--- src/rtl/gpio_pkg.sv ---
// gpio_pkg: register offsets and window size shared by the GPIO controller files
package gpio_pkg;
  localparam int GPIO_WIN_BITS = 3;
  typedef enum logic [GPIO_WIN_BITS-1:0] {
    GPIO_OUT     = 3'd0,
    GPIO_OE      = 3'd1,
    GPIO_IN      = 3'd2,
    GPIO_RISE_EN = 3'd3,
    GPIO_FALL_EN = 3'd4,
    GPIO_EVENT   = 3'd5,
    GPIO_SET     = 3'd6,
    GPIO_CLR     = 3'd7
  } gpio_reg_e;
endpackage

--- src/rtl/gpio_ctrl_if.sv ---
// gpio_ctrl_if: j1 io bus bundle between the CPU (master) and an io peripheral (slave)
// io_addr/io_wdata/io_wr/io_rd driven by the master, io_rdata returned by the slave
interface gpio_ctrl_if #(
  parameter int ADDR_WIDTH = 16,
  parameter int DATA_WIDTH = 16
);
  logic [ADDR_WIDTH-1:0] io_addr;
  logic [DATA_WIDTH-1:0] io_wdata;
  logic                  io_wr;
  logic                  io_rd;
  logic [DATA_WIDTH-1:0] io_rdata;
  modport master (output io_addr, io_wdata, io_wr, io_rd, input io_rdata);
  modport slave (input io_addr, io_wdata, io_wr, io_rd, output io_rdata);
endinterface

--- src/rtl/gpio_debounce.sv ---
// gpio_debounce: single-pin filter, q follows d only after d has differed from q for CYCLES consecutive clocks
// clk/rst: clock and async active-high reset; d: synchronised pin; q: filtered pin
module gpio_debounce #(
  parameter int CYCLES = 1000
) (
  input  logic clk,
  input  logic rst,
  input  logic d,
  output logic q
);
  localparam int CW = $clog2(CYCLES + 1);
  logic [CW-1:0] cnt;
  always_ff @(posedge clk or posedge rst)
    if (rst) begin
      cnt <= '0;
      q   <= 1'b0;
    end else if (d == q) cnt <= '0;
    else if (cnt == CW'(CYCLES - 1)) begin
      q   <= d;
      cnt <= '0;
    end else cnt <= cnt + CW'(1);
endmodule

--- src/rtl/gpio_ctrl.sv ---
// gpio_ctrl: WIDTH-pin GPIO on the j1 io bus with synchronisers, edge events (w1c), SET/CLR and irq
// clk/rst: clock and async active-high reset; io: io bus slave (8-word window at BASE_ADDR)
// gpio_in: raw pads; gpio_out/gpio_oe: output data and drive enable; irq: OR of EVENT bits
// GPIO_DEBOUNCE_EN: when defined, each pin passes through a DEBOUNCE_CYCLES filter after the synchroniser
module gpio_ctrl
  import gpio_pkg::*;
#(
  parameter int                    WIDTH           = 8,
  parameter int                    DATA_WIDTH      = 16,
  parameter int                    ADDR_WIDTH      = 16,
  parameter logic [ADDR_WIDTH-1:0] BASE_ADDR       = 16'h0040,
  parameter int                    DEBOUNCE_CYCLES = 1000
) (
  input  logic             clk,
  input  logic             rst,
  gpio_ctrl_if.slave       io,
  input  logic [WIDTH-1:0] gpio_in,
  output logic [WIDTH-1:0] gpio_out,
  output logic [WIDTH-1:0] gpio_oe,
  output logic             irq
);
  logic [WIDTH-1:0] sync1, sync2, filt, prev, rise_en, fall_en, event_r, wd, w1c, rdata;
  logic hit, wr, unused_wdata;
  gpio_reg_e off;
  if (WIDTH < 1 || WIDTH > DATA_WIDTH) begin : g_bad_width
    $error("gpio_ctrl: WIDTH must be 1..DATA_WIDTH");
  end
  if (BASE_ADDR[GPIO_WIN_BITS-1:0] != '0) begin : g_bad_base
    $error("gpio_ctrl: BASE_ADDR must be 8-word aligned");
  end
  if (DEBOUNCE_CYCLES < 2) begin : g_bad_db
    $error("gpio_ctrl: DEBOUNCE_CYCLES must be >= 2");
  end
  assign hit = io.io_addr[ADDR_WIDTH-1:GPIO_WIN_BITS] == BASE_ADDR[ADDR_WIDTH-1:GPIO_WIN_BITS];
  assign off = gpio_reg_e'(io.io_addr[GPIO_WIN_BITS-1:0]);
  assign wr = io.io_wr && hit;
  assign wd = io.io_wdata[WIDTH-1:0];
  assign unused_wdata = ^io.io_wdata;
  assign w1c = (wr && off == GPIO_EVENT) ? wd : '0;
  assign irq = |event_r;
`ifdef GPIO_DEBOUNCE_EN
  for (genvar p = 0; p < WIDTH; p++) begin : g_db
    gpio_debounce #(.CYCLES(DEBOUNCE_CYCLES)) u_db (
      .clk(clk),
      .rst(rst),
      .d  (sync2[p]),
      .q  (filt[p])
    );
  end
`else
  assign filt = sync2;
`endif
  // a fresh edge in the same cycle as its W1C is ORed in after the clear, so it is kept
  always_ff @(posedge clk or posedge rst)
    if (rst) begin
      sync1    <= '0;
      sync2    <= '0;
      prev     <= '0;
      event_r  <= '0;
      gpio_out <= '0;
      gpio_oe  <= '0;
      rise_en  <= '0;
      fall_en  <= '0;
    end else begin
      sync1   <= gpio_in;
      sync2   <= sync1;
      prev    <= filt;
      event_r <= (event_r & ~w1c) | (filt & ~prev & rise_en) | (~filt & prev & fall_en);
      if (wr)
        case (off)
          GPIO_OUT:     gpio_out <= wd;
          GPIO_OE:      gpio_oe  <= wd;
          GPIO_RISE_EN: rise_en  <= wd;
          GPIO_FALL_EN: fall_en  <= wd;
          GPIO_SET:     gpio_out <= gpio_out | wd;
          GPIO_CLR:     gpio_out <= gpio_out & ~wd;
          default:      ;
        endcase
    end
  always_comb begin
    rdata = '0;
    case (off)
      GPIO_OUT:     rdata = gpio_out;
      GPIO_OE:      rdata = gpio_oe;
      GPIO_IN:      rdata = filt;
      GPIO_RISE_EN: rdata = rise_en;
      GPIO_FALL_EN: rdata = fall_en;
      GPIO_EVENT:   rdata = event_r;
      default:      rdata = '0;
    endcase
  end
  assign io.io_rdata = (io.io_rd && hit) ? DATA_WIDTH'(rdata) : '0;
endmodule

--- src/flat_wrapper.sv ---
// flat-port wrapper written by rule: the top's interface ports become plain ports
module gpio_ctrl_flat import gpio_pkg::*;
#(
  parameter int                    WIDTH           = 8,
  parameter int                    DATA_WIDTH      = 16,
  parameter int                    ADDR_WIDTH      = 16,
  parameter logic [ADDR_WIDTH-1:0] BASE_ADDR       = 16'h0040,
  parameter int                    DEBOUNCE_CYCLES = 1000
)
  (clk, rst, gpio_in, gpio_out, gpio_oe, irq, io_io_addr, io_io_wdata, io_io_wr, io_io_rd, io_io_rdata);
  gpio_ctrl_if #(.ADDR_WIDTH(ADDR_WIDTH), .DATA_WIDTH(DATA_WIDTH)) io_i ();
  input  logic clk;
  input  logic rst;
  input  logic [WIDTH-1:0] gpio_in;
  output logic [WIDTH-1:0] gpio_out;
  output logic [WIDTH-1:0] gpio_oe;
  output logic irq;
  input wire logic [$bits(io_i.io_addr)-1:0] io_io_addr;
  input wire logic [$bits(io_i.io_wdata)-1:0] io_io_wdata;
  input wire logic [$bits(io_i.io_wr)-1:0] io_io_wr;
  input wire logic [$bits(io_i.io_rd)-1:0] io_io_rd;
  output wire logic [$bits(io_i.io_rdata)-1:0] io_io_rdata;
  assign io_i.io_addr = io_io_addr;
  assign io_i.io_wdata = io_io_wdata;
  assign io_i.io_wr = io_io_wr;
  assign io_i.io_rd = io_io_rd;
  assign io_io_rdata = io_i.io_rdata;
  gpio_ctrl #(.WIDTH(WIDTH), .DATA_WIDTH(DATA_WIDTH), .ADDR_WIDTH(ADDR_WIDTH), .BASE_ADDR(BASE_ADDR), .DEBOUNCE_CYCLES(DEBOUNCE_CYCLES)) u_core (.clk(clk), .rst(rst), .io(io_i), .gpio_in(gpio_in), .gpio_out(gpio_out), .gpio_oe(gpio_oe), .irq(irq));
endmodule
--- config.mk ---
export PLATFORM = sky130hd
export DESIGN_NAME = gpio_ctrl_flat
export DESIGN_NICKNAME = d
export VERILOG_FILES = /design/src/rtl/gpio_pkg.sv /design/src/rtl/gpio_ctrl_if.sv /design/src/rtl/gpio_debounce.sv /design/src/rtl/gpio_ctrl.sv /design/src/flat_wrapper.sv
export SDC_FILE = /design/constraint.sdc
export NUM_CORES = 1
export LEC_CHECK = 0
export ABC_CLOCK_PERIOD_IN_PS = 2880
export CAP_MARGIN = 30
export CORE_UTILIZATION = 48
export DETAILED_ROUTE_END_ITERATION = 10
export PLACE_DENSITY_LB_ADDON = 0.05
export SYNTH_ARGS = -nofsm -noshare
export SYNTH_HDL_FRONTEND = slang
export SYNTH_HIERARCHICAL = 1
export SYNTH_SLANG_ARGS = --single-unit
--- constraint.sdc ---
create_clock -name clk -period 2.88 [get_ports clk]
set_input_delay 0.576 -clock clk [delete_from_list [all_inputs] [get_ports clk]]
set_output_delay 0.576 -clock clk [all_outputs]
set_load 0.02 [all_outputs]
Yosys cells after proc, flatten, opt, wreduce, memory -nomap -nowiden
Index checks and enable logic that the tools add are counted.
{ "totals": {"wordCells": 43, "reg_bits": 64, "inputBits": 44} }
{ "op_classes": {"bitwise_logic": 13, "reduce_logical": 10, "eq_ne": 8, "mux": 4} }
{ "ops": {"columns": ["operator", "n"], "rows": [
  ["8-bit bitwise AND", 6],
  ["8-bit one-hot mux with 6 select lines", 1],
  ["8-bit inverter", 4],
  ["8-bit OR", 3],
  ["8-bit one-hot mux with 3 select lines", 1],
  ["8-bit 2-to-1 mux", 2],
  ["13-bit by 4-bit equality test with 1-bit output (second input constant)", 1],
  ["3-bit equality test (second input constant)", 4],
  ["2-bit AND reduction", 4],
  ["8-bit OR reduction", 1],
  ["3-bit by 2-bit equality test with 1-bit output (second input constant)", 2],
  ["3-bit by 1-bit equality test with 1-bit output (second input constant)", 1],
  ["1-bit logical AND", 3],
  ["3-bit logical NOT", 1],
  ["3-bit nonzero test", 1]
]} }

Depth between registers and ports, before layout
Gate-level depths: netlist of run 1.
{ "depth": {"ltp_word": 8, "depth_mapped": 6, "depth_no_buf": 4} }

Worst setup path before layout of run 1
No wires, ideal clock.
{ "synth_timing": {"path_kind": "in2out", "startpoint": "input port io_io_addr[8]", "endpoint": "output port io_io_rdata[2]", "required_ps": 2304, "n_path_buf": 1, "path_slack_ps": 265, "t_arrival_ps": 2039, "path_stages": 5, "cell_sequence": "nor4_4 -> and4_2 -> buf_2 -> nand2_1 -> a211oi_1"} }
{ "synth_via": {"elab_chain_len": 3} }
{ "synth_rtl": {"columns": ["item", "line_no", "text"], "rows": [
  ["from (decl)", "flat_wrapper.sv:18", "input wire logic [$bits(io_i.io_addr)-1:0] io_io_addr;"],
  ["13-bit by 4-bit equality test with 1-bit output", "gpio_ctrl.sv:34", "assign hit = io.io_addr[ADDR_WIDTH-1:GPIO_WIN_BITS] == BASE_ADDR[ADDR_WIDTH-1:GPIO_WIN_BITS];"],
  ["1-bit logical AND", "gpio_ctrl.sv:92", "assign io.io_rdata = (io.io_rd && hit) ? DATA_WIDTH'(rdata) : '0;"],
  ["8-bit 2-to-1 mux", "gpio_ctrl.sv:92", null],
  ["to (decl)", "flat_wrapper.sv:22", "output wire logic [$bits(io_i.io_rdata)-1:0] io_io_rdata;"]
]} }
Every way passes these cells.

Worst setup path in the final report of run 1
{ "layout_timing": {"startpoint": "input port io_io_addr[1]", "endpoint": "output port io_io_rdata[3]"} }
{ "layout_via": {"elab_chain_len": 3} }
{ "layout_rtl": {"columns": ["item", "line_no", "text"], "rows": [
  ["3-bit equality test (tied with other cells)", "gpio_ctrl.sv:82", "case (off)"],
  ["8-bit one-hot mux with 6 select lines *", "gpio_ctrl.sv:82", null],
  ["8-bit 2-to-1 mux *", "gpio_ctrl.sv:92", null]
]} }
Every way passes the cells marked *; elsewhere a longest branch is shown, timed or not.

==> results.md, run 1 <==
* Outcome: completed
* Power Total at 1.88 mW
* Largest fanout on the critical path at 10
* DRT antenna net count at 0
* Largest net degree at the start of global routing at 41
* Share of layout cells above drive strength 1 at a little over a quarter
* Worst vdd ir at ~0.38 mV
* Worst-path clk slew at ~70 ps
* WL/cell at around 18 microns
* Leakage at about 1.9 nW
* Worst hold margin at ~350 ps
* Critical Path RT at between 2000 and 2500 ps
* Gr ovfl total at 0
* Min-Delay Path Depth at 0
* Multi-input gate area at 0.00138 sq mm
* Initial antenna violation count at 0
* Seq/Total Area, Yosys at 51.4%
* Synth warn at 6
* Final std cells w/o fill at between 400 and 500
* Placed insts at around 430
* CTS Root Cell: clkbuf_8
* Register area at 0.00160 sq mm
* CP Data Arrival Time at roughly 2300 ps
* # port buffers at 60
* Max-cap violations at 0
* # IOs at a little under 80
* Core Region at 0.00610 sq mm
* Crit path cell chain: clkdlybuf4s50_1 > buf_6 > mux4_2 > a21oi_1 > nor2_1 > clkdlybuf4s15_1
* Fmax at between 300 and 400 MHz
* Most Crowded Layer GR: met2
* First-pass iteration count of the detailed router at 4
* Stages on worst setup path at 6
* Mean Syn Cell Area at 11.6 sq um
* Clk_skew at 6.01 ps
* Critical Path Max Stage Delay at 520 ps
* Slew HR at 60.8%
* Synth area leaders: dfrtp_1 51%, mux2_2 10%, o31ai_1 3.6%
* Final min period at between 2000 and 3000 ps
* Number of global-route vias before repair at between 2000 and 2500
* Die extent in y at about 83 microns
* Initial core utilization at 51.1%
* H-tree depth at 3
* Vias per cell at 5.72
* Fin crit share at a little over nine tenths
* Fin. max-slew vios at 0
* Worst skew pair latency at ~340 ps
* Worst r2r path cells at 2
* Num CTS Buffers at 9
* Crit end category: output pin
* Cells after Synth at about 270
* Finish-stage setup viols at 0
* Area leader, netlist: dfrtp_1
* Family with the most delay on the worst path: buffers and inverters
* Post-DP HPWL at ~5500 microns
* CTS tree: done
* CP startpoint kind: primary input
* GR Layer Usage met1 at about 34%
* Site row count at 28
* Crit Path Class: in2out
* First-pass GRT wire length at ~12000 microns
* Crit-path slowest cell: mux4_2
* Met2 usage in global routing at between 30% and 40%
* Worst hold path type: reg2reg
* Via Count at between 2000 and 3000
* Total GRT Usage at between 20% and 30%
* Num Clock Sinks at 64
* Post-synthesis cell area at slightly above 0.003 sq mm
* Worst Path Buf+Inv at 3
* Synth top area share at about half
* Worst slew pin tran at 588 ps
* Die W at just over 80 microns
* Met3 Track Usage GR at 5.60%
* Placer Congestion at 0.869
* Distinct cells, synth at 41
* Pwr Density at around 450 mW/mm^2
* #FFs+latches synth at 64
* 1st-iter DRT viols at roughly 200
* Hold Violations, Final at 0
* CTS Hold Bufs at 0
* Core Util, Final at 68.3%
* Placed inst area at 0.00399 sq mm
* Clk buf depth at 2
* DRC viols at 0
* Final Cell Area at between 0.004 and 0.005 sq mm
* Fill cell total of the finished layout at ~500
* Nets at approximately 410
* Die area at ~0.0068 sq mm
* Area delta synth->final at 33.8%
* WL final at around 7800 microns
[cell usage after synthesis, drive strengths merged]
cell and instances:
dfrtp 64, mux2 28, nand2 19, buf 17
nor2 15, o31ai 15, mux2i 11, inv 10
nand3b 9, a22oi 8, o211ai 8, o22ai 8
nand3 7, a211oi 5, a21oi 4, clkbuf 4
nand4 4, nor4 4, a222oi 3, nor2b 3
o2bb2ai 3, or3 3, mux4 2, nand2b 2
nor3 2, nor4b 2, o21ai 2, and3 1
and4 1, and4b 1, conb 1, nor4bb 1
o221a 1
[report_power, final]
| part | internal [mW] | leakage, nW | total, mW | switching (mW) |
|---|---|---|---|---|
| registers | 0.916 | 0.797 | 0.926 | 0.0101 |
| clock network | 0.418 | 0.0925 | 0.758 | 0.340 |
| logic | 0.0956 | 0.963 | 0.193 | 0.0979 |
[state kept, by name, summed over array words and instances, names as in the netlist]
| signal | count |
|---|---|
| u_core/gpio_oe | 8 |
| u_core/event_r | 8 |
| u_core/fall_en | 8 |
| u_core/gpio_out | 8 |
| u_core/filt | 8 |
| u_core/rise_en | 8 |
| u_core/prev | 8 |
| u_core/sync1 | 8 |
[what timing repair did]
| item | 4_1_cts | 5_1_grt |
|---|---|---|
| hold endpoints to repair | 0 | 0 |
| endpoints found under the setup margin | 8 | 8 |
| setup buffers | 0 | 1 |
| gates resized for setup | 26 | 10 |
| pin swaps | 0 | 2 |
[metrics by stage]
| step | worst slack, ps | TNS (ps) |
|---|---|---|
| after floorplan | 265 | 0 |
| after global placement | -405 | -3950 |
| after detailed placement | -413 | -3860 |
| after CTS | 0.298 | 0 |
| after global routing | -8.70 | -8.70 |
| final | 59.0 | 0 |
[layout by cell type, fill, tap and decap left out, drive strengths merged, types with 3 or more instances in the layout]
cell | netlist | layout
nand3 | 7 | 7
buf | 17 | 42
o22ai | 8 | 8
a211oi | 5 | 5
dfrtp | 64 | 64
o2bb2ai | 3 | 3
o31ai | 15 | 15
nand2 | 19 | 19
nor2 | 15 | 15
nand4 | 4 | 4
clkbuf | 4 | 12
or3 | 3 | 3
mux2i | 11 | 11
nand3b | 9 | 9
o211ai | 8 | 8
mux2 | 28 | 28
inv | 10 | 10
a21oi | 4 | 4
a222oi | 3 | 3
a22oi | 8 | 8
clkdlybuf4s50 | 0 | 51
nor2b | 3 | 3
conb | 1 | 8
nor4 | 4 | 4
[cell type report]
type	count	area share (%)
multi-input combinational	180	33.2
tap	75	2.25
clock inverter	3	1.02
clock buffer	12	3.48
timing repair buffer	96	20.7
antenna	1	0.0601
inverter	10	0.901
sequential	64	38.4
[metal layers]
metal,up-vias,share of wire (%)
met3,11,7.0
met5,-,0
li1,1177,-
met4,0,1.5
met2,94,45
met1,1239,46
[worst paths after layout]
check,from,to,slack (ps)
max in group asynchronous,rst,u_core/fall_en[1],1680
hold / removal,u_core/sync1[4],u_core/filt[4],350
hold reg to reg,u_core/sync1[4],u_core/filt[4],350
min in group asynchronous,rst,u_core/gpio_out[0],600
setup / recovery,io_io_addr[1],io_io_rdata[3],60
setup reg to reg,u_core/gpio_out[1],u_core/gpio_out[1],2040
[cells by family after synthesis]
family / share of synthesized area, %
multiplexers: 15.1
other: 0.120
buffers and inverters: 5.30
AND/OR/NAND/NOR: 14.6
AO/OA/AOI/OAI: 13.4
flip-flops: 51.4
Power figures use the tool's default switching activity.
==> run 2, diff against run 1 <==
Settings changed: SLEW_MARGIN from default to 0.
==> results of run 2 <==
No change in the layout: final DEF, timing and power equal those of run 1.
